--- config.mk ---
export PLATFORM = sky130hd
export DESIGN_NAME = tile_scheduler_flat
export DESIGN_NICKNAME = d
export VERILOG_FILES = /design/src/rtl/tile_scheduler_if.sv /design/src/rtl/tile_scheduler.sv /design/src/flat_wrapper.sv
export SDC_FILE = /design/constraint.sdc
export NUM_CORES = 1
export LEC_CHECK = 0
export CORE_ASPECT_RATIO = 2
export CORE_MARGIN = 10
export CORE_UTILIZATION = 42
export DETAILED_ROUTE_END_ITERATION = 8
export GPL_TIMING_DRIVEN = 0
export HOLD_SLACK_MARGIN = 0.12
export PLACE_DENSITY = 0.8
export SETUP_SLACK_MARGIN = 0.3
export SLEW_MARGIN = 10
export SYNTH_ARGS = -nofsm -noshare
export SYNTH_HDL_FRONTEND = slang
export SYNTH_SLANG_ARGS = --single-unit
--- constraint.sdc ---
create_clock -name clk -period 1.7 [get_ports clk]
set_input_delay 0.34 -clock clk [delete_from_list [all_inputs] [get_ports clk]]
set_output_delay 0.34 -clock clk [all_outputs]
set_load 0.02 [all_outputs]
--- src/rtl/tile_scheduler_if.sv ---
// Tile command channel between the scheduler and the systolic array
// controller: valid/ready command bundle plus the tile-complete pulse.
interface tile_scheduler_if #(
    parameter int IW     = 3,
    parameter int EW     = 3,
    parameter int ADDR_W = 8
);
    logic              cmd_valid;
    logic              cmd_ready;
    logic [IW-1:0]     tile_m;
    logic [IW-1:0]     tile_n;
    logic [IW-1:0]     tile_k;
    logic [ADDR_W-1:0] a_base;
    logic [ADDR_W-1:0] b_base;
    logic [ADDR_W-1:0] c_base;
    logic [EW-1:0]     rows_valid;
    logic [EW-1:0]     cols_valid;
    logic [EW-1:0]     k_valid;
    logic              acc_clear;
    logic              wb_en;
    logic              tile_done;

    modport master (
        output cmd_valid, tile_m, tile_n, tile_k,
        output a_base, b_base, c_base,
        output rows_valid, cols_valid, k_valid,
        output acc_clear, wb_en,
        input  cmd_ready, tile_done
    );

    modport slave (
        input  cmd_valid, tile_m, tile_n, tile_k,
        input  a_base, b_base, c_base,
        input  rows_valid, cols_valid, k_valid,
        input  acc_clear, wb_en,
        output cmd_ready, tile_done
    );
endinterface

--- src/rtl/tile_scheduler.sv ---
// Tile scheduler: walks the tiled matmul index space (k, then n, then m)
// and issues one command per tile, waiting for tile_done between commands.
module tile_scheduler #(
    parameter int M_SIZE = 4,
    parameter int N_SIZE = 4,
    parameter int K_SIZE = 16,
    parameter int TILE   = 4,
    parameter int ADDR_W = 8
) (
    input  logic             clk,
    input  logic             rst,
    input  logic             start,
    input  logic             abort,
    tile_scheduler_if.master cmd,
    output logic             busy,
    output logic             done,
    output logic             err
);
    localparam int TM  = (M_SIZE + TILE - 1) / TILE;
    localparam int TN  = (N_SIZE + TILE - 1) / TILE;
    localparam int TK  = (K_SIZE + TILE - 1) / TILE;
    localparam int TMX = (TM > TN) ? ((TM > TK) ? TM : TK)
                                   : ((TN > TK) ? TN : TK);
    localparam int IW  = $clog2(TMX + 1);
    localparam int EW  = $clog2(TILE + 1);

    typedef enum logic [1:0] {IDLE, ISSUE, WAIT, DONE} state_t;

    state_t        state_q;
    logic [IW-1:0] tm_q, tn_q, tk_q;
    logic [IW-1:0] tm_d, tn_d, tk_d;
    logic          last_tile;
    logic          valid_q, busy_q, done_q, err_q;
    int            rem_m, rem_n, rem_k;

    // Next tile indices (k innermost, then n, then m) and last-tile flag.
    always_comb begin
        tm_d = tm_q;
        tn_d = tn_q;
        tk_d = tk_q;
        if (tk_q == IW'(TK - 1)) begin
            tk_d = '0;
            if (tn_q == IW'(TN - 1)) begin
                tn_d = '0;
                tm_d = tm_q + IW'(1);
            end else begin
                tn_d = tn_q + IW'(1);
            end
        end else begin
            tk_d = tk_q + IW'(1);
        end
        last_tile = (tm_q == IW'(TM - 1)) && (tn_q == IW'(TN - 1))
                 && (tk_q == IW'(TK - 1));
    end

    // Sequencing FSM; abort overrides everything, stray tile_done flags err.
    always_ff @(posedge clk or posedge rst) begin
        if (rst) begin
            state_q <= IDLE;
            tm_q    <= '0;
            tn_q    <= '0;
            tk_q    <= '0;
            valid_q <= 1'b0;
            busy_q  <= 1'b0;
            done_q  <= 1'b0;
            err_q   <= 1'b0;
        end else begin
            if (cmd.tile_done && state_q != WAIT) begin
                err_q <= 1'b1;
            end
            if (abort) begin
                state_q <= IDLE;
                valid_q <= 1'b0;
                busy_q  <= 1'b0;
                done_q  <= 1'b0;
            end else begin
                unique case (state_q)
                    IDLE: begin
                        if (start) begin
                            tm_q    <= '0;
                            tn_q    <= '0;
                            tk_q    <= '0;
                            err_q   <= 1'b0;
                            state_q <= ISSUE;
                            valid_q <= 1'b1;
                            busy_q  <= 1'b1;
                        end
                    end
                    ISSUE: begin
                        if (cmd.cmd_ready) begin
                            state_q <= WAIT;
                            valid_q <= 1'b0;
                        end
                    end
                    WAIT: begin
                        if (cmd.tile_done) begin
                            if (last_tile) begin
                                state_q <= DONE;
                                done_q  <= 1'b1;
                            end else begin
                                tm_q    <= tm_d;
                                tn_q    <= tn_d;
                                tk_q    <= tk_d;
                                state_q <= ISSUE;
                                valid_q <= 1'b1;
                            end
                        end
                    end
                    DONE: begin
                        state_q <= IDLE;
                        done_q  <= 1'b0;
                        busy_q  <= 1'b0;
                    end
                    default: begin
                        state_q <= IDLE;
                        valid_q <= 1'b0;
                        busy_q  <= 1'b0;
                        done_q  <= 1'b0;
                    end
                endcase
            end
        end
    end

    // Command fields decoded from the registered tile indices.
    always_comb begin
        rem_m = M_SIZE - int'(tm_q) * TILE;
        rem_n = N_SIZE - int'(tn_q) * TILE;
        rem_k = K_SIZE - int'(tk_q) * TILE;
        cmd.cmd_valid  = valid_q;
        cmd.tile_m     = tm_q;
        cmd.tile_n     = tn_q;
        cmd.tile_k     = tk_q;
        cmd.a_base     = ADDR_W'(int'(tm_q) * TILE * K_SIZE
                                 + int'(tk_q) * TILE);
        cmd.b_base     = ADDR_W'(int'(tk_q) * TILE * N_SIZE
                                 + int'(tn_q) * TILE);
        cmd.c_base     = ADDR_W'(int'(tm_q) * TILE * N_SIZE
                                 + int'(tn_q) * TILE);
        cmd.rows_valid = (rem_m > TILE) ? EW'(TILE) : EW'(rem_m);
        cmd.cols_valid = (rem_n > TILE) ? EW'(TILE) : EW'(rem_n);
        cmd.k_valid    = (rem_k > TILE) ? EW'(TILE) : EW'(rem_k);
        cmd.acc_clear  = (tk_q == '0);
        cmd.wb_en      = (tk_q == IW'(TK - 1));
    end

    assign busy = busy_q;
    assign done = done_q;
    assign err  = err_q;
endmodule

--- src/flat_wrapper.sv ---
// flat-port wrapper written by rule: the top's interface ports become plain ports
module tile_scheduler_flat 
#(
    parameter int M_SIZE = 4,
    parameter int N_SIZE = 4,
    parameter int K_SIZE = 16,
    parameter int TILE   = 4,
    parameter int ADDR_W = 8
)
  (clk, rst, start, abort, busy, done, err, cmd_cmd_valid, cmd_tile_m, cmd_tile_n, cmd_tile_k, cmd_a_base, cmd_b_base, cmd_c_base, cmd_rows_valid, cmd_cols_valid, cmd_k_valid, cmd_acc_clear, cmd_wb_en, cmd_cmd_ready, cmd_tile_done);
  tile_scheduler_if #(.IW(3), .EW(3), .ADDR_W(ADDR_W)) cmd_i ();
  input  logic clk;
  input  logic rst;
  input  logic start;
  input  logic abort;
  output logic busy;
  output logic done;
  output logic err;
  output wire logic [$bits(cmd_i.cmd_valid)-1:0] cmd_cmd_valid;
  output wire logic [$bits(cmd_i.tile_m)-1:0] cmd_tile_m;
  output wire logic [$bits(cmd_i.tile_n)-1:0] cmd_tile_n;
  output wire logic [$bits(cmd_i.tile_k)-1:0] cmd_tile_k;
  output wire logic [$bits(cmd_i.a_base)-1:0] cmd_a_base;
  output wire logic [$bits(cmd_i.b_base)-1:0] cmd_b_base;
  output wire logic [$bits(cmd_i.c_base)-1:0] cmd_c_base;
  output wire logic [$bits(cmd_i.rows_valid)-1:0] cmd_rows_valid;
  output wire logic [$bits(cmd_i.cols_valid)-1:0] cmd_cols_valid;
  output wire logic [$bits(cmd_i.k_valid)-1:0] cmd_k_valid;
  output wire logic [$bits(cmd_i.acc_clear)-1:0] cmd_acc_clear;
  output wire logic [$bits(cmd_i.wb_en)-1:0] cmd_wb_en;
  input wire logic [$bits(cmd_i.cmd_ready)-1:0] cmd_cmd_ready;
  input wire logic [$bits(cmd_i.tile_done)-1:0] cmd_tile_done;
  assign cmd_cmd_valid = cmd_i.cmd_valid;
  assign cmd_tile_m = cmd_i.tile_m;
  assign cmd_tile_n = cmd_i.tile_n;
  assign cmd_tile_k = cmd_i.tile_k;
  assign cmd_a_base = cmd_i.a_base;
  assign cmd_b_base = cmd_i.b_base;
  assign cmd_c_base = cmd_i.c_base;
  assign cmd_rows_valid = cmd_i.rows_valid;
  assign cmd_cols_valid = cmd_i.cols_valid;
  assign cmd_k_valid = cmd_i.k_valid;
  assign cmd_acc_clear = cmd_i.acc_clear;
  assign cmd_wb_en = cmd_i.wb_en;
  assign cmd_i.cmd_ready = cmd_cmd_ready;
  assign cmd_i.tile_done = cmd_tile_done;
  tile_scheduler #(.M_SIZE(M_SIZE), .N_SIZE(N_SIZE), .K_SIZE(K_SIZE), .TILE(TILE), .ADDR_W(ADDR_W)) u_core (.clk(clk), .rst(rst), .start(start), .abort(abort), .cmd(cmd_i), .busy(busy), .done(done), .err(err));
endmodule
==> report_table.html, run 1 <==
<table>
<tr><th>Metric</th><th>Value</th></tr>
<tr><th colspan="2">Power and ir drop</th></tr>
<tr><td>Net switching power of the design</td><td>584.3 uW</td></tr>
<tr><td>Leakage power total</td><td>roughly 0.0012 uW</td></tr>
<tr><td>Share of total power in the clock network</td><td>19.3%</td></tr>
<tr><td>Sequential power share</td><td>between 20 and 30%</td></tr>
<tr><td>Worst IR drop on VDD</td><td>about 0.00068 V</td></tr>
<tr><td>Switching share of power</td><td>37.62%</td></tr>
<tr><td>Comb power frac</td><td>a little over half</td></tr>
<tr><td>Pwr/cell area</td><td>about 650 mW/mm^2</td></tr>
<tr><td>Cell internal power dissipation</td><td>roughly 970 uW</td></tr>
<tr><th colspan="2">Drt</th></tr>
<tr><td>Via Count</td><td>between 1000 and 1500</td></tr>
<tr><td>Remaining routing DRC violations</td><td>0</td></tr>
<tr><td>Detailed router's first-iteration violation count</td><td>35</td></tr>
<tr><td>Remaining antenna violation count</td><td>0</td></tr>
<tr><td>Vias per inst</td><td>5.321</td></tr>
<tr><td>Wirelength per Cell</td><td>18.28 um</td></tr>
<tr><td>Detailed Route WL</td><td>roughly 4800 um</td></tr>
<tr><td>Length of the first detailed-routing pass in iterations</td><td>4</td></tr>
<tr><th colspan="2">Floorplanning</th></tr>
<tr><td>Die span in x</td><td>about 59 um</td></tr>
<tr><td>Die footprint</td><td>between 0.005 and 0.006 sq mm</td></tr>
<tr><td>Vertical extent of the die</td><td>between 90 and 100 um</td></tr>
<tr><td>Core ar.</td><td>around 0.0029 sq mm</td></tr>
<tr><td>Initial Utilization</td><td>a little over two fifths</td></tr>
<tr><td>Number of top-level pins</td><td>54</td></tr>
<tr><td>Std-Cell Rows</td><td>28</td></tr>
<tr><th colspan="2">CTS</th></tr>
<tr><td>Htree depth</td><td>1</td></tr>
<tr><td>Clock transition at path regs</td><td>about 60 ps</td></tr>
<tr><td>Number of clock sinks</td><td>15</td></tr>
<tr><td>Clk Latency, worst-skew pair</td><td>250 ps</td></tr>
<tr><td>Clock Tree Buf Depth</td><td>2</td></tr>
<tr><td>CTS tree</td><td>done</td></tr>
<tr><td>Clock Root Buffer</td><td>clkbuf_8</td></tr>
<tr><td>CTS buffer count</td><td>3</td></tr>
<tr><th colspan="2">Place</th></tr>
<tr><td>Post-placement setup slack</td><td>-363.5 ps</td></tr>
<tr><td>Global placer's final weighted congestion</td><td>between 0.7 and 0.8</td></tr>
<tr><td>DP Wirelength</td><td>between 2000 and 3000 um</td></tr>
<tr><td>Instance count after placement with tap cells included</td><td>about 220</td></tr>
<tr><td>Post-placement cell area</td><td>0.001868 sq mm</td></tr>
<tr><td>Port buffer count</td><td>39</td></tr>
<tr><th colspan="2">Yosys</th></tr>
<tr><td>Count of cell types in the netlist</td><td>37</td></tr>
<tr><td>EDFF count, synth</td><td>0</td></tr>
<tr><td>Synth Cell Area</td><td>approximately 0.0013 sq mm</td></tr>
<tr><td>Library cell with the largest summed area after synthesis</td><td>dfrtp_1</td></tr>
<tr><td>Synthesized flop and latch total</td><td>15</td></tr>
<tr><td>Sequential area share after synthesis</td><td>~30%</td></tr>
<tr><td>Average cell area after synthesis</td><td>roughly 9.3 sq um</td></tr>
<tr><td>Share of synthesized flip-flops with an asynchronous set or reset</td><td>100.0%</td></tr>
<tr><td>Area share of the largest cell type after synthesis</td><td>between 20% and 30%</td></tr>
<tr><td>Ys flop type</td><td>dfrtp_1</td></tr>
<tr><td>Number of cells produced by synthesis</td><td>~140</td></tr>
<tr><td>Cell types with the largest area share after synthesis</td><td>dfrtp_1 30%, buf_4 14%, ha_1 13%</td></tr>
<tr><td>Warnings from Yosys</td><td>0</td></tr>
<tr><th colspan="2">GRT</th></tr>
<tr><td>Maximum number of pins on one net before global-route repair</td><td>16</td></tr>
<tr><td>Antenna violations before repair</td><td>0</td></tr>
<tr><td>Vias in the first global route</td><td>1488</td></tr>
<tr><td>Overflow left after global routing</td><td>0</td></tr>
<tr><td>Total Routing Usage GR</td><td>15.79%</td></tr>
<tr><td>Wire length of the first global-routing pass</td><td>about 7300 um</td></tr>
<tr><th colspan="2">STA</th></tr>
<tr><td>Relative slew slack</td><td>58.18%</td></tr>
<tr><td>Final Cycle Share</td><td>106.9%</td></tr>
<tr><td>Worst slew pin tran</td><td>626.5 ps</td></tr>
<tr><td>Post-route setup TNS</td><td>-581.2 ps</td></tr>
<tr><td>Worst hold slack</td><td>343.0 ps</td></tr>
<tr><td>Final number of hold-violating endpoints</td><td>0</td></tr>
<tr><td>Unrepaired setup endpoints after global routing</td><td>yes</td></tr>
<tr><td>Min setup slack post-route</td><td>-116.8 ps</td></tr>
<tr><td>Skew final</td><td>about 4.3 ps</td></tr>
<tr><td>Endpoints failing setup</td><td>9</td></tr>
<tr><td>F_max</td><td>between 0.5 and 0.6 GHz</td></tr>
<tr><td>Pins over their slew limit</td><td>0</td></tr>
<tr><td>Final Critical Period</td><td>between 1500 and 2000 ps</td></tr>
<tr><th colspan="2">Critical path</th></tr>
<tr><td>Slack of the worst reg-to-reg path</td><td>approximately 60 ps</td></tr>
<tr><td>CP required</td><td>roughly 1400 ps</td></tr>
<tr><td>Reg2Reg Capture Point</td><td>u_core.cmd.tile_m[0]</td></tr>
<tr><td>Worst setup SP type</td><td>flop</td></tr>
<tr><td>Startpoint-to-endpoint class of the critical path</td><td>reg -&gt; out</td></tr>
<tr><td>Worst Path Arrival</td><td>~1500 ps</td></tr>
<tr><td>Maximum fanout along the worst path</td><td>5</td></tr>
<tr><td>Kind of end point of the critical path</td><td>primary output</td></tr>
<tr><td>Startpoint of the worst-slack reg-to-reg timing path</td><td>u_core.cmd.tile_n[1]</td></tr>
<tr><td>Worst Reg2Reg Path Length in Cells</td><td>7</td></tr>
<tr><th colspan="2">Final layout</th></tr>
<tr><td>Final instance area</td><td>between 0.002 and 0.0025 sq mm</td></tr>
<tr><td>Number of nets in the layout</td><td>roughly 250</td></tr>
<tr><td>Most used cells in the layout excluding fill and tap cells</td><td>50 x buf_4, 34 x buf_6, 13 x conb_1</td></tr>
<tr><td>Area growth, synth to finish</td><td>88.79%</td></tr>
<tr><td>Share of cells above drive strength 1</td><td>between 60% and 70%</td></tr>
<tr><td>Most common library cell in the layout ignoring fill and taps</td><td>buf_4</td></tr>
<tr><td>Filler-free cell count of the finished design</td><td>between 200 and 300</td></tr>
<tr><td>Antenna cell count</td><td>0</td></tr>
<tr><th colspan="2">Hold path</th></tr>
<tr><td>Tightest Hold Check Type</td><td>in -&gt; reg</td></tr>
<tr><td>Hold Path End</td><td>u_core.done</td></tr>
<tr><td>Hold path startpoint</td><td>abort</td></tr>
<tr><td>Number of cells on the worst hold path</td><td>2</td></tr>
<tr><th colspan="2">Run status</th></tr>
<tr><td>Violations in the final reports</td><td>negative setup slack</td></tr>
<tr><td>Outcome</td><td>finished, violations left</td></tr>
<tr><th colspan="2">Flow run</th></tr>
<tr><td>Max-cap check violation count</td><td>0</td></tr>
</table>
## metrics by stage
stage	util, %	power, uW
after CTS	77.24	1485
after global routing	81.88	1637
after floorplan	-	858.8
after detailed placement	64.24	1085
after global placement	64.24	1062
final	81.88	1553
## cell usage after synthesis, types with 2 or more instances
| library cell | number |
|---|---|
| o21ai_0 | 6 |
| inv_1 | 15 |
| dfrtp_1 | 15 |
| xor2_1 | 2 |
| nor2_1 | 3 |
| o41ai_1 | 2 |
| o31ai_1 | 2 |
| ha_1 | 13 |
| and3_1 | 3 |
| a21oi_1 | 5 |
| nand2_1 | 3 |
| a41oi_1 | 3 |
| buf_6 | 2 |
| nand2b_1 | 5 |
| a31oi_1 | 7 |
| o211ai_1 | 4 |
| buf_4 | 23 |
| nor2b_1 | 3 |
| nand4_1 | 2 |
## worst max-delay path, stage by stage, from the launching register on
cell and delay, ps:
dfrtp_2 440, inv_4 60, ha_4 170, ha_4 250
o21ai_2 50, o21ai_2 60, nand2_2 60, buf_6 130
## kinds of logic (layout without fill, tap and decap cells)
| group | count (synthesis) | after routing | share of synthesized area [%] |
|---|---|---|---|
| buffers and inverters | 42 | 126 | 20.63 |
| AO/OA/AOI/OAI | 38 | 38 | 21.43 |
| AND/OR/NAND/NOR | 24 | 24 | 12.80 |
| flip-flops | 15 | 15 | 29.76 |
| adder cells (fa/ha/maj) | 13 | 13 | 12.90 |
| XOR/XNOR | 2 | 2 | 1.389 |
| other | 1 | 13 | 0.2973 |
| multiplexers | 1 | 1 | 0.7937 |
## worst max-delay path by stage
stage | start | endpoint | slack [ps] | cells after the start
after floorplan | u_core.cmd.tile_k[0] | cmd_k_valid[2] | 180 | 6
after global placement | u_core.cmd.tile_k[0] | cmd_k_valid[2] | -330 | 7
after detailed placement | u_core.cmd.tile_k[0] | cmd_k_valid[2] | -360 | 7
after CTS | u_core.cmd.tile_k[0] | cmd_k_valid[2] | -140 | 7
after global routing | u_core.cmd.tile_k[0] | cmd_k_valid[2] | -170 | 7
final | u_core.cmd.tile_k[0] | cmd_k_valid[2] | -120 | 7
## per-layer routing
| metal | global-route usage [%] | vias up | part of all wire (%) |
|---|---|---|---|
| li1 | - | 646 | - |
| met1 | 14.44 | 689 | 33 |
| met2 | 30.65 | 46 | 62 |
| met3 | 2.749 | 13 | 3.1 |
| met4 | 6.927 | 0 | 2.4 |
| met5 | 0 | - | 0 |
## flip-flops by register name, indices dropped and copies added, names as in the netlist
name and cells:
u_core.err 1, u_core.done 1, u_core.cmd.tile_m 3, u_core.cmd.tile_k 3, u_core.busy 1, u_core.state_q 2
u_core.cmd.tile_n 3, u_core.cmd.cmd_valid 1
## area by class of cell
cell class | count | area, sq um
Fill cell | 176 | 526.8
Clock buffer | 4 | 45.04
Sequential cell | 15 | 385.4
Timing Repair Buffer | 80 | 714.4
Buffer | 27 | 229.0
Inverter | 15 | 63.81
Tap cell | 30 | 37.54
Multi-Input combinational cell | 91 | 905.9
## power by group through the flow
stage	Combinational, uW	Sequential (uW)	Clock [uW]
after global routing	872	443	323
after detailed placement	641	443	0
after floorplan	393	466	0
after global placement	622	440	0
final	815	438	300
after CTS	747	436	302
## repair_timing
item,4_1_cts,5_1_grt
hold endpoints to repair,0,0
resized for setup,175,25
buffers inserted,33,8
pin swaps,16,9
setup endpoints to repair,48,32
hold buffers,0,0
Power figures use the tool's default switching activity.
==> run 2: changes to the inputs <==
==> constraint.sdc (replaced) <==
create_clock -name clk -period 1.7 [get_ports clk]
set_input_delay 0.425 -clock clk [delete_from_list [all_inputs] [get_ports clk]]
set_output_delay 0.425 -clock clk [all_outputs]
set_load 0.02 [all_outputs]
==> report_table.html, run 2 (synthesis gave the netlist of run 1 again) <==
<table>
<tr><th>Metric</th><th>Value</th></tr>
<tr><th colspan="2">Drt</th></tr>
<tr><td>Via Count</td><td>around 1500</td></tr>
<tr><td>Vias per inst</td><td>between 5 and 6</td></tr>
<tr><td>Detailed Route WL</td><td>between 5000 and 6000 um</td></tr>
<tr><td>Remaining antenna violation count</td><td>0</td></tr>
<tr><td>Remaining routing DRC violations</td><td>0</td></tr>
<tr><td>Detailed router's first-iteration violation count</td><td>63</td></tr>
<tr><td>Wirelength per Cell</td><td>roughly 21 um</td></tr>
<tr><td>Length of the first detailed-routing pass in iterations</td><td>4</td></tr>
<tr><th colspan="2">Floorplanning</th></tr>
<tr><td>Die footprint</td><td>around 0.0057 sq mm</td></tr>
<tr><td>Vertical extent of the die</td><td>97.50 um</td></tr>
<tr><td>Core ar.</td><td>~0.0029 sq mm</td></tr>
<tr><td>Number of top-level pins</td><td>54</td></tr>
<tr><td>Initial Utilization</td><td>about 43%</td></tr>
<tr><td>Die span in x</td><td>~60 um</td></tr>
<tr><td>Std-Cell Rows</td><td>28</td></tr>
<tr><th colspan="2">CTS</th></tr>
<tr><td>CTS tree</td><td>done</td></tr>
<tr><td>CTS buffer count</td><td>3</td></tr>
<tr><td>Clock Root Buffer</td><td>clkbuf_8</td></tr>
<tr><td>Clock Tree Buf Depth</td><td>2</td></tr>
<tr><td>Clock transition at path regs</td><td>60 ps</td></tr>
<tr><td>Clk Latency, worst-skew pair</td><td>250 ps</td></tr>
<tr><td>Number of clock sinks</td><td>15</td></tr>
<tr><td>Cts hold-fix bufs</td><td>0</td></tr>
<tr><td>Htree depth</td><td>1</td></tr>
<tr><th colspan="2">STA</th></tr>
<tr><td>Skew final</td><td>approximately 0.85 ps</td></tr>
<tr><td>Unrepaired setup endpoints after global routing</td><td>yes</td></tr>
<tr><td>Endpoints failing setup</td><td>20</td></tr>
<tr><td>Worst slew pin tran</td><td>618.4 ps</td></tr>
<tr><td>Pins over their slew limit</td><td>0</td></tr>
<tr><td>Worst hold slack</td><td>between 400 and 500 ps</td></tr>
<tr><td>F_max</td><td>0.5057 GHz</td></tr>
<tr><td>Min setup slack post-route</td><td>-277.6 ps</td></tr>
<tr><td>Final number of hold-violating endpoints</td><td>0</td></tr>
<tr><td>Final Cycle Share</td><td>116.3%</td></tr>
<tr><td>Final Critical Period</td><td>roughly 2000 ps</td></tr>
<tr><td>Relative slew slack</td><td>58.73%</td></tr>
<tr><th colspan="2">Power and ir drop</th></tr>
<tr><td>Total design power</td><td>1655 uW</td></tr>
<tr><td>Pwr/cell area</td><td>~640 mW/mm^2</td></tr>
<tr><td>Comb power frac</td><td>around 55%</td></tr>
<tr><td>Leakage power total</td><td>0.001232 uW</td></tr>
<tr><td>Share of total power in the clock network</td><td>18.4%</td></tr>
<tr><td>Cell internal power dissipation</td><td>1005 uW</td></tr>
<tr><td>Sequential power share</td><td>a little over a quarter</td></tr>
<tr><td>Net switching power of the design</td><td>roughly 650 uW</td></tr>
<tr><td>Switching share of power</td><td>between 30 and 40%</td></tr>
<tr><td>Worst IR drop on VDD</td><td>~0.00085 V</td></tr>
<tr><th colspan="2">Critical path</th></tr>
<tr><td>Startpoint-to-endpoint class of the critical path</td><td>reg -&gt; out</td></tr>
<tr><td>Top delay family on crit path</td><td>adder cells</td></tr>
<tr><td>Crit path buffers/inverters</td><td>2</td></tr>
<tr><td>Maximum fanout along the worst path</td><td>4</td></tr>
<tr><td>Worst Path Arrival</td><td>about 1600 ps</td></tr>
<tr><td>Delay of the slowest critical-path stage</td><td>430 ps</td></tr>
<tr><td>Worst setup SP type</td><td>flop</td></tr>
<tr><td>Chain of cells forming the critical path</td><td>inv_4 -&gt; ha_4 -&gt; ha_4 -&gt; o21ai_2 -&gt; o21ai_2 -&gt; nand2_2 -&gt; buf_6</td></tr>
<tr><td>Slowest-stage cell, CP</td><td>dfrtp_2</td></tr>
<tr><td>CP required</td><td>1270 ps</td></tr>
<tr><td>Kind of end point of the critical path</td><td>primary output</td></tr>
<tr><th colspan="2">GRT</th></tr>
<tr><td>Overflow left after global routing</td><td>0</td></tr>
<tr><td>Wire length of the first global-routing pass</td><td>approximately 7100 um</td></tr>
<tr><td>Maximum number of pins on one net before global-route repair</td><td>16</td></tr>
<tr><td>Total Routing Usage GR</td><td>between 10% and 20%</td></tr>
<tr><td>Vias in the first global route</td><td>roughly 1500</td></tr>
<tr><td>Antenna violations before repair</td><td>0</td></tr>
<tr><th colspan="2">Place</th></tr>
<tr><td>Global placer's final weighted congestion</td><td>between 0.7 and 0.8</td></tr>
<tr><td>Post-placement setup slack</td><td>-455.2 ps</td></tr>
<tr><td>Port buffer count</td><td>39</td></tr>
<tr><td>DP Wirelength</td><td>2856 um</td></tr>
<tr><th colspan="2">Final layout</th></tr>
<tr><td>Antenna cell count</td><td>0</td></tr>
<tr><td>Most common library cell in the layout ignoring fill and taps</td><td>buf_6</td></tr>
<tr><td>Fill cell total of the finished layout</td><td>about 140</td></tr>
<tr><td>Most used cells in the layout excluding fill and tap cells</td><td>51 x buf_6, 50 x buf_4, 13 x conb_1</td></tr>
<tr><td>Share of cells above drive strength 1</td><td>between 60 and 70%</td></tr>
<tr><td>Area growth, synth to finish</td><td>103.9%</td></tr>
<tr><td>Number of nets in the layout</td><td>approximately 260</td></tr>
<tr><th colspan="2">Run status</th></tr>
<tr><td>Violations in the final reports</td><td>negative setup slack</td></tr>
<tr><td>Outcome</td><td>finished, violations left</td></tr>
<tr><th colspan="2">Flow run</th></tr>
<tr><td>Max-cap check violation count</td><td>0</td></tr>
<tr><th colspan="2">Hold path</th></tr>
<tr><td>Tightest Hold Check Type</td><td>in -&gt; reg</td></tr>
</table>
[run 2: cell types whose count changed in the layout (fill, tap and decap cells not counted), sizes merged]
cell	previous run	this run
clkdlybuf4s15	3	2
clkbuf	7	8
dlygate4sd2	8	3
buf	92	106
[run 2: power groups by stage]
stage | Combinational (uW) | Clock (uW) | Sequential, uW
CTS | 715 | 294 | 431
detailed placement | 644 | 0 | 441
floorplan | 393 | 0 | 466
global route | 964 | 313 | 437
finish | 917 | 304 | 434
global placement | 624 | 0 | 439
[run 2: metal layers]
| layer | GRT usage (%) | wire [um] | part of all wire (%) | up-vias |
|---|---|---|---|---|
| met2 | 29.76 | 3279 | 57 | 73 |
| met4 | 6.572 | 283 | 4.9 | 0 |
| met5 | 0 | 0 | 0 | - |
| met1 | 13.28 | 1922 | 33 | 736 |
| met3 | 2.749 | 279 | 4.8 | 27 |
| li1 | - | - | - | 667 |
[run 2: layout make-up]
| type | instances | area [sq um] | share of cell area (%) |
|---|---|---|---|
| multi-input cells | 91 | 960.9 | 37.37 |
| repair buffers | 89 | 848.3 | 32.99 |
| clock buffers | 4 | 45.04 | 1.752 |
| inverters | 15 | 63.81 | 2.482 |
| flip-flops and latches | 15 | 385.4 | 14.99 |
| well taps | 30 | 37.54 | 1.460 |
| plain buffers | 27 | 230.2 | 8.954 |
[run 2: final timing paths]
check	cells past startpoint	end	start	slack [ps]
setup reg to reg	8	u_core.state_q[1]	u_core.cmd.tile_n[2]	-180
max in group asynchronous	2	u_core.cmd.tile_n[1]	rst	700
setup / recovery	7	cmd_k_valid[2]	u_core.cmd.tile_k[0]	-280
hold / removal	2	u_core.busy	abort	450
hold reg to reg	1	u_core.cmd.tile_n[0]	u_core.cmd.tile_n[0]	570
min in group asynchronous	2	u_core.cmd.cmd_valid	rst	560
[run 2: metrics by stage]
step           TNS (ps)  cell area [sq um]  utilization [%]  std cells
2_1_floorplan         0               1441                -        148
3_3_place_gp      -5231               1869            64.29        217
3_5_place_dp      -5623               1869            64.29        217
4_1_cts           -1026               2251            77.41        250
5_1_grt           -2984               2571            88.43        271
6_report          -2130               2571            88.43        271
[run 2: what timing repair did]
action | 4_1_cts | 5_1_grt
gates resized for setup | 197 | 52
pin swaps | 11 | 20
cloned | 0 | 0
setup buffers | 29 | 21
endpoints found under the setup margin | 48 | 45
==> run 3: changes to the inputs <==
CELL_PAD_IN_SITES_DETAIL_PLACEMENT = 1   (was not set)
CELL_PAD_IN_SITES_GLOBAL_PLACEMENT = 1   (was not set)
CORE_UTILIZATION = 31   (was 42)
PLACE_DENSITY = not set   (was 0.8)
PLACE_DENSITY_LB_ADDON = 0.1   (was not set)
==> report_table.html, run 3 (synthesis gave the netlist of run 1 again) <==
<table>
<tr><th>Metric</th><th>Value</th></tr>
<tr><th colspan="2">Run status</th></tr>
<tr><td>Outcome</td><td>finished, violations left</td></tr>
<tr><td>Violations in the final reports</td><td>negative setup slack</td></tr>
<tr><th colspan="2">Final layout</th></tr>
<tr><td>Most common library cell in the layout ignoring fill and taps</td><td>buf_6</td></tr>
<tr><td>Area growth, synth to finish</td><td>95.93%</td></tr>
<tr><td>Most used cells in the layout excluding fill and tap cells</td><td>51 x buf_6, 43 x buf_4, 13 x conb_1</td></tr>
<tr><td>Share of cells above drive strength 1</td><td>a little under two thirds</td></tr>
<tr><td>Antenna cell count</td><td>0</td></tr>
<tr><td>Number of nets in the layout</td><td>253</td></tr>
<tr><td>Final instance area</td><td>0.002471 sq mm</td></tr>
<tr><th colspan="2">Drt</th></tr>
<tr><td>Routed wl met2</td><td>~3500 um</td></tr>
<tr><td>Remaining routing DRC violations</td><td>0</td></tr>
<tr><td>Remaining antenna violation count</td><td>0</td></tr>
<tr><td>Wirelength per Cell</td><td>20.14 um</td></tr>
<tr><td>Detailed Route WL</td><td>5719 um</td></tr>
<tr><td>Max layer used</td><td>met4</td></tr>
<tr><td>Detailed router's first-iteration violation count</td><td>41</td></tr>
<tr><td>Wl on met1</td><td>1893 um</td></tr>
<tr><td>Met3 wire length</td><td>212 um</td></tr>
<tr><td>Vias per inst</td><td>~5</td></tr>
<tr><td>Length of the first detailed-routing pass in iterations</td><td>4</td></tr>
<tr><td>Via Count</td><td>1400</td></tr>
<tr><th colspan="2">Critical path</th></tr>
<tr><td>Worst Reg2Reg Path Length in Cells</td><td>7</td></tr>
<tr><td>Worst setup SP type</td><td>flop</td></tr>
<tr><td>Kind of end point of the critical path</td><td>primary output</td></tr>
<tr><td>CP required</td><td>around 1300 ps</td></tr>
<tr><td>Critical Path End</td><td>cmd_wb_en</td></tr>
<tr><td>Reg2Reg Capture Point</td><td>u_core.cmd.tile_m[1]</td></tr>
<tr><td>Critical path origin</td><td>u_core.cmd.tile_k[1]</td></tr>
<tr><td>Slack of the worst reg-to-reg path</td><td>-70 ps</td></tr>
<tr><td>Maximum fanout along the worst path</td><td>6</td></tr>
<tr><td>Worst Path Arrival</td><td>approximately 1500 ps</td></tr>
<tr><td>Startpoint-to-endpoint class of the critical path</td><td>reg -&gt; out</td></tr>
<tr><td>Startpoint of the worst-slack reg-to-reg timing path</td><td>u_core.cmd.tile_n[0]</td></tr>
<tr><th colspan="2">Flow run</th></tr>
<tr><td>Max-cap check violation count</td><td>0</td></tr>
<tr><th colspan="2">CTS</th></tr>
<tr><td>Clock transition at path regs</td><td>approximately 70 ps</td></tr>
<tr><td>Htree depth</td><td>1</td></tr>
<tr><td>Clock Tree Buf Depth</td><td>2</td></tr>
<tr><td>CTS buffer count</td><td>3</td></tr>
<tr><td>Number of clock sinks</td><td>15</td></tr>
<tr><td>Cts hold-fix bufs</td><td>0</td></tr>
<tr><td>Clk Latency, worst-skew pair</td><td>about 250 ps</td></tr>
<tr><td>Clock Root Buffer</td><td>clkbuf_8</td></tr>
<tr><td>CTS tree</td><td>done</td></tr>
<tr><th colspan="2">Power and ir drop</th></tr>
<tr><td>Sequential power share</td><td>27.7%</td></tr>
<tr><td>Share of total power in the clock network</td><td>19.5%</td></tr>
<tr><td>Total design power</td><td>roughly 1600 uW</td></tr>
<tr><td>Switching share of power</td><td>a little under two fifths</td></tr>
<tr><td>Comb power frac</td><td>between 50% and 60%</td></tr>
<tr><td>Worst IR drop on VDD</td><td>0.0005406 V</td></tr>
<tr><td>Net switching power of the design</td><td>601.4 uW</td></tr>
<tr><td>Cell internal power dissipation</td><td>between 900 and 1000 uW</td></tr>
<tr><td>Leakage power total</td><td>0.001188 uW</td></tr>
<tr><td>Pwr/cell area</td><td>between 600 and 700 mW/mm^2</td></tr>
<tr><th colspan="2">GRT</th></tr>
<tr><td>Wire length of the first global-routing pass</td><td>just under 8000 um</td></tr>
<tr><td>Antenna violations before repair</td><td>0</td></tr>
<tr><td>Total Routing Usage GR</td><td>between 10 and 15%</td></tr>
<tr><td>Maximum number of pins on one net before global-route repair</td><td>16</td></tr>
<tr><td>Vias in the first global route</td><td>1525</td></tr>
<tr><td>Overflow left after global routing</td><td>0</td></tr>
<tr><th colspan="2">Floorplanning</th></tr>
<tr><td>Vertical extent of the die</td><td>around 110 um</td></tr>
<tr><td>Die span in x</td><td>65.10 um</td></tr>
<tr><td>Number of top-level pins</td><td>54</td></tr>
<tr><td>Core ar.</td><td>0.003884 sq mm</td></tr>
<tr><td>Initial Utilization</td><td>32.47%</td></tr>
<tr><td>Std-Cell Rows</td><td>32</td></tr>
<tr><td>Die footprint</td><td>between 0.007 and 0.008 sq mm</td></tr>
<tr><th colspan="2">STA</th></tr>
<tr><td>Unrepaired setup endpoints after global routing</td><td>yes</td></tr>
<tr><td>Skew final</td><td>~2.5 ps</td></tr>
<tr><td>Min setup slack post-route</td><td>-224.5 ps</td></tr>
<tr><td>Final number of hold-violating endpoints</td><td>0</td></tr>
<tr><td>Pins over their slew limit</td><td>0</td></tr>
<tr><td>Final Critical Period</td><td>around 1900 ps</td></tr>
<tr><td>Endpoints failing setup</td><td>11</td></tr>
<tr><td>F_max</td><td>slightly above 0.5 GHz</td></tr>
<tr><td>Relative slew slack</td><td>between 50 and 60%</td></tr>
<tr><td>Worst slew pin tran</td><td>between 600 and 700 ps</td></tr>
<tr><td>Final Cycle Share</td><td>113.2%</td></tr>
<tr><th colspan="2">Place</th></tr>
<tr><td>Post-placement cell area</td><td>~0.0019 sq mm</td></tr>
<tr><td>Port buffer count</td><td>39</td></tr>
<tr><td>Global placer's final weighted congestion</td><td>between 0.7 and 0.8</td></tr>
<tr><td>DP Wirelength</td><td>approximately 3200 um</td></tr>
<tr><th colspan="2">Hold path</th></tr>
<tr><td>Tightest Hold Check Type</td><td>in -&gt; reg</td></tr>
<tr><td>Number of cells on the worst hold path</td><td>2</td></tr>
</table>
run 3: cell types whose count changed in the layout (fill, tap and decap cells not counted), sizes merged:
cell and change:
clkdlybuf4s15 +3, clkbuf -2, buf -9
run 3: worst min path at each step:
stage,startpoint,to,slack (ps)
floorplan,rst,u_core.busy,330
global route,abort,u_core.busy,440
detailed placement,u_core.busy,u_core.busy,550
CTS,abort,u_core.busy,430
finish,abort,u_core.busy,430
global placement,u_core.err,u_core.err,540
run 3: metal layers:
metal  GRT usage, %  vias up
met2          29.75       51
met1          11.98      696
met3          2.528       11
met4          4.462        0
li1               -      642
met5              0        -
run 3: power groups by stage:
| stage | combinational [uW] | sequential (uW) | clock [uW] |
|---|---|---|---|
| 2_1_floorplan | 393 | 466 | 0 |
| 3_3_place_gp | 631 | 445 | 0 |
| 3_5_place_dp | 645 | 448 | 0 |
| 4_1_cts | 723 | 436 | 304 |
| 5_1_grt | 879 | 437 | 324 |
| 6_report | 827 | 434 | 306 |
run 3: metrics by stage:
| step | TNS (ps) | cells | setup WS (ps) | hold slack [ps] | util (%) |
|---|---|---|---|---|---|
| finish | -1475 | 284 | -224.5 | 429.1 | 63.63 |
| global route | -2024 | 284 | -272.4 | 442.0 | 63.63 |
| CTS | -1003 | 269 | -220.4 | 428.8 | 58.70 |
| detailed placement | -6392 | 238 | -470.2 | 552.1 | 48.81 |
| global placement | -5832 | 238 | -445.1 | 541.2 | 48.81 |
| floorplan | 0 | 148 | 95.53 | 325.9 | - |
run 3: worst max-delay path, stage by stage (launching register included):
cell and delay, ps:
dfrtp_2 400, buf_4 120, ha_2 240, nand2b_4 100, inv_2 110, clkdlybuf4s15_2 270
run 3: cell type report:
cell class	count	area, sq um
Clock buffer	4	45.04
Inverter	15	63.81
Sequential cell	15	385.4
Multi-Input combinational cell	91	885.9
Timing Repair Buffer	81	787.0
Buffer	27	240.2
Tap cell	51	63.81
Fill cell	425	1413
run 3: timing repair:
action                     CTS  global route
resized for setup          208            25
pin swaps                   13             9
setup buffers               27            15
setup endpoints to repair   48            42
gates cloned                 0             0
==> RTL edit 1 (flow settings as in run 2) <==
Encoding of `state_t`: now Gray code (2 bits for 4 states).
--- a/src/rtl/tile_scheduler.sv
+++ b/src/rtl/tile_scheduler.sv
@@ -24,7 +24,7 @@
     localparam int IW  = $clog2(TMX + 1);
     localparam int EW  = $clog2(TILE + 1);
 
-    typedef enum logic [1:0] {IDLE, ISSUE, WAIT, DONE} state_t;
+    typedef enum logic [1:0] {IDLE = 2'b00, ISSUE = 2'b01, WAIT = 2'b11, DONE = 2'b10} state_t;
 
     state_t        state_q;
     logic [IW-1:0] tm_q, tn_q, tk_q;
Function: no difference found for any inputs over 10 cycles, from zero or initial values and one cycle with rst high; not proved beyond that.
==> RTL edit 1 against run 2 <==
  * Sequential share of layout area rose by 1.2 points
  * First-iteration DRC count down 56%
  * The run still ends with setup timing left
  * Fmax increased by 2.2%
  * Cell count is 7.4% lower
  * Routed wire length shrank 12%
  * Sequential cell count did not move
  * Worst hold slack better by 55 ps
  * Cell area decreased by 7.2%
  * Synthesized area shrank 2.6%
  * Worst setup slack improved by 43 ps
Power is not compared: it rests on default switching activity, and its combinational part moved more than twofold at a synthesized area within 25%.
==> RTL edit 1: results (changes against run 2) <==
* Worst hold path depth: 1 (-1)
* Routed length on met2: 2864 um (-13%)
- The worst path setup slack after routing was -234.4 ps (+43.20 ps).
- Hold Path End: u_core.done$_DFFE_PP0P_
- Post-CTS setup repair buffer count: 22 (-24%)
- The number of different library cells in the post-synthesis netlist was 35 (-5.4%).
- The run finished, with violations left.
- Number of global-route vias before repair: 1476 (+1.4%)
- The vias after detailed routing is 1384 (-7.9%).
- Failing checks: setup timing
* Non-clock buffer share of cell area: 38.78% (-3.2 points)
- Fill cell count: 132 (-5.0%)
* Seq/total area: 16.19% (+1.2 points)
- Count of input and output buffers: 40 (+2.6%)
- Detailed-routing wirelength on met1: 1654 um (-14%)
* Multi-input logic portion of the cell area: 39.52% (+2.1 points)
* Layout Cells excl Fill: 251 (-7.4%)
* Depth of the worst register-to-register path: 6 (-2)
- The peak fanout along the critical path came to 5 (+1).
* Top area cells in the synthesized netlist: dfrtp_1, buf_4, ha_1, inv_1, a21oi_1
* Setup-violating endpoint count in the final report: 11 (-45%)
- # resized after CTS: 196 (-0.51%)
* Worst setup slack for register-to-register paths: -30 ps (+150 ps)
- The clock network area share came to 1.887% (+0.13 points).
- The cell count after synthesis was 135 (-0.74%).
- Met1 layer usage reported by global route: 13.94% (+0.65 points)
- The number of DRC markers after the initial detailed-route iteration came to 28 (-56%).
- Final HPWL from detailed placement: 2774 um (-2.9%)
- The layout buffer count excluding clock buffers was 96 (-17%).
* Launch point of the worst hold path: u_core.done$_DFFE_PP0P_
* Setup skew after layout: 7.499 ps (+6.649 ps)
* Type of the most critical hold path: reg -> reg
- Global-route wire length before repair: 6734 um (-4.6%)
- The total routing usage reported by global routing is 14.59% (-0.49 points).
* Number of inverters outside the clock class in the layout: 12 (-3)
- Ranked by instance count, the synthesized netlist is headed by buf_4, dfrtp_1, ha_1.
- The last weighted congestion value of the routability-driven placer is 0.8453 (+12%).
## RTL edit 1: cell types whose count changed in the layout (fill, tap and decap cells not counted), sizes merged, moves of 4 or more
cell and change:
o211ai -4, nand3 +5, nor2 +5, buf -22
## RTL edit 1: cell families after synthesis
family | synth area share, %
flops | 30.55
xor+xnor | 1.426
simple gates | 16.29
fa+ha+maj | 13.24
mux | 2.444
other cells | 0.3052
buf+inv | 18.84
compound gates | 16.90
## RTL edit 1: how the worst max path moves through the flow
| stage | to | slack [ps] | cells past startpoint |
|---|---|---|---|
| 6_report | cmd_k_valid[2] | -230 | 7 |
| 3_3_place_gp | cmd_k_valid[2] | -380 | 7 |
| 2_1_floorplan | cmd_k_valid[2] | 110 | 6 |
| 3_5_place_dp | cmd_k_valid[2] | -420 | 7 |
| 4_1_cts | cmd_k_valid[2] | -190 | 7 |
| 5_1_grt | cmd_b_base[6] | -280 | 5 |
==> RTL edit 2 (settings of run 2) <==
Made on the original files. Put one more register stage on the output `err`, with the module's reset. The value now appears one clock later. The other outputs are not delayed to match.
--- a/src/rtl/tile_scheduler.sv
+++ b/src/rtl/tile_scheduler.sv
@@ -146,6 +146,12 @@
 
     assign busy = busy_q;
     assign done = done_q;
-    assign err  = err_q;
+    always_ff @(posedge clk or posedge rst) begin
+        if (rst) begin
+            err <= '0;
+        end else begin
+            err <= err_q;
+        end
+    end
 endmodule
 
Formal check against the unedited RTL: not equivalent (Yosys sat finds a counterexample within 4 cycles, from zero or initial values and one cycle with rst high).
==> RTL edit 2 against run 2 <==
  * The flow still finishes with violations (setup timing)
  * Routed wire length is 4.6% lower
  * Worst setup slack better by 45 ps
  * Sequential cell count up 1
  * Critical path depth fell by 2
  * Clock skew rose by 1.8 ps
  * First-iteration DRC count shrank 40%
  * Synthesized area rose by 0.20%
  * Via count decreased by 7.7%
  * Cell area is 1.1% higher
Power is not compared: it rests on default switching activity, and its combinational part moved more than twofold at a synthesized area within 25%.
==> RTL edit 2: results (changes against run 2) <==
- The pin count of the biggest net entering global routing was 17 (+1).
- The worst hold path terminates at u_core.err$_DFF_PP0_.
* # resized after CTS: 225 (+14%)
- By area the synthesized netlist is led by dfrtp_1, buf_4, ha_1, o41ai_1, nor2_1.
* Fraction of registers with async set or reset after synthesis: 100.0% (unchanged)
* Clk pwr: roughly 350 uW
- The run finished, with violations left.
- Sum of negative setup slack: -2329 ps (-198.8 ps)
* Depth of the worst register-to-register path: 9 (+1)
- The number of setup buffers added after CTS was 32 (+10%).
* Worst setup slack for register-to-register paths: -130 ps (+50 ps)
- The final reports fail on setup timing.
- The number of DRC markers after the initial detailed-route iteration came to 38 (-40%).
* Mean instance size in the synthesized netlist: 9.647 sq um (+4.0%)
- The post-DP HPWL came to 2946 um (+3.2%).
- The last weighted congestion value of the routability-driven placer was 0.7719 (+2.1%).
* Vias per Instance: 5.294 (-4.5%)
- The worst slack at placement was -491.9 ps (-36.70 ps).
- The number of I/O port buffers was 40 (+2.6%).
- The non-filler instance count after layout was 262 (-3.3%).
- The number of detailed-route iterations in the first pass was 5 (+1).
- The endpoint identified for the worst register-to-register timing path is u_core.cmd.tile_m[1]$_DFFE_PP0P_.
- Worst setup endpoint: cmd_wb_en
* Setup-violating endpoint count in the final report: 23 (+15%)
- Area share of xor/xnor cells in the synthesized design: 1.386% (-0.0028 points)
- The via count of the first global-routing pass came to 1519 (+4.4%).
* Distinct cell type count after synthesis: 35 (-5.4%)
- Total wire length: 5499 um (-4.6%)
- The multiplexer fraction of the synthesized cell area was 3.267% (+2.5 points).
* Global-route wire length before repair: 7465 um (+5.8%)
- Number of nets in the finished design: 252 (-3.4%)
- Sequential-to-total area share from yosys stat: 31.68% (+1.9 points)
- The number of stages on the worst hold path was 0 (-2).
* Tightest hold margin: 427.0 ps (-20.43 ps)
* Max-slew headroom: 57.46% (-1.3 points)
* Launch point of the worst hold path: u_core.err_q$_DFF_PP0_
- The clock skew after layout was 2.612 ps (+1.761 ps).
- After layout, the design draws a total of about 1.1 mW.
* Slack of the critical path: -232.7 ps (+44.92 ps)
* Signal arrival time at the worst endpoint: 1510 ps (-40 ps)
* Cell area after placement: 0.001926 sq mm (+3.0%)
- The share of synthesized cell area in full adder, half adder and majority cells was 12.87% (-0.026 points).
- Placed cell count: 213 (-1.8%)
RTL edit 2: cells by family after synthesis:
family | count (synthesis)
mux | 3
other cells | 1
fa+ha+maj | 13
flops | 16
simple gates | 35
compound gates | 27
xor+xnor | 2
buf+inv | 34
RTL edit 2: layout make-up:
| cell class | instances | area [sq um] |
|---|---|---|
| multi-input combinational | 93 | 992.2 |
| timing repair buffer | 85 | 844.6 |
| sequential | 16 | 411.6 |
| tap | 30 | 37.54 |
| inverter | 8 | 32.53 |
| buffer | 26 | 226.5 |
| fill | 128 | 342.8 |
| clock buffer | 4 | 55.05 |
RTL edit 2: per-layer routing:
metal	vias to the layer above	track usage, %	share of wire (%)
met5	-	0	0
met4	0	6.927	4.4
met3	22	3.534	4.2
met2	58	32.52	59
met1	688	13.32	33
li1	619	-	-
RTL edit 2: worst max-delay path, stage by stage, from the launching register on:
cell and delay [ps]:
dfrtp_2 440, buf_4 170, ha_4 180, nor2b_1 130, buf_4 170, buf_4 160
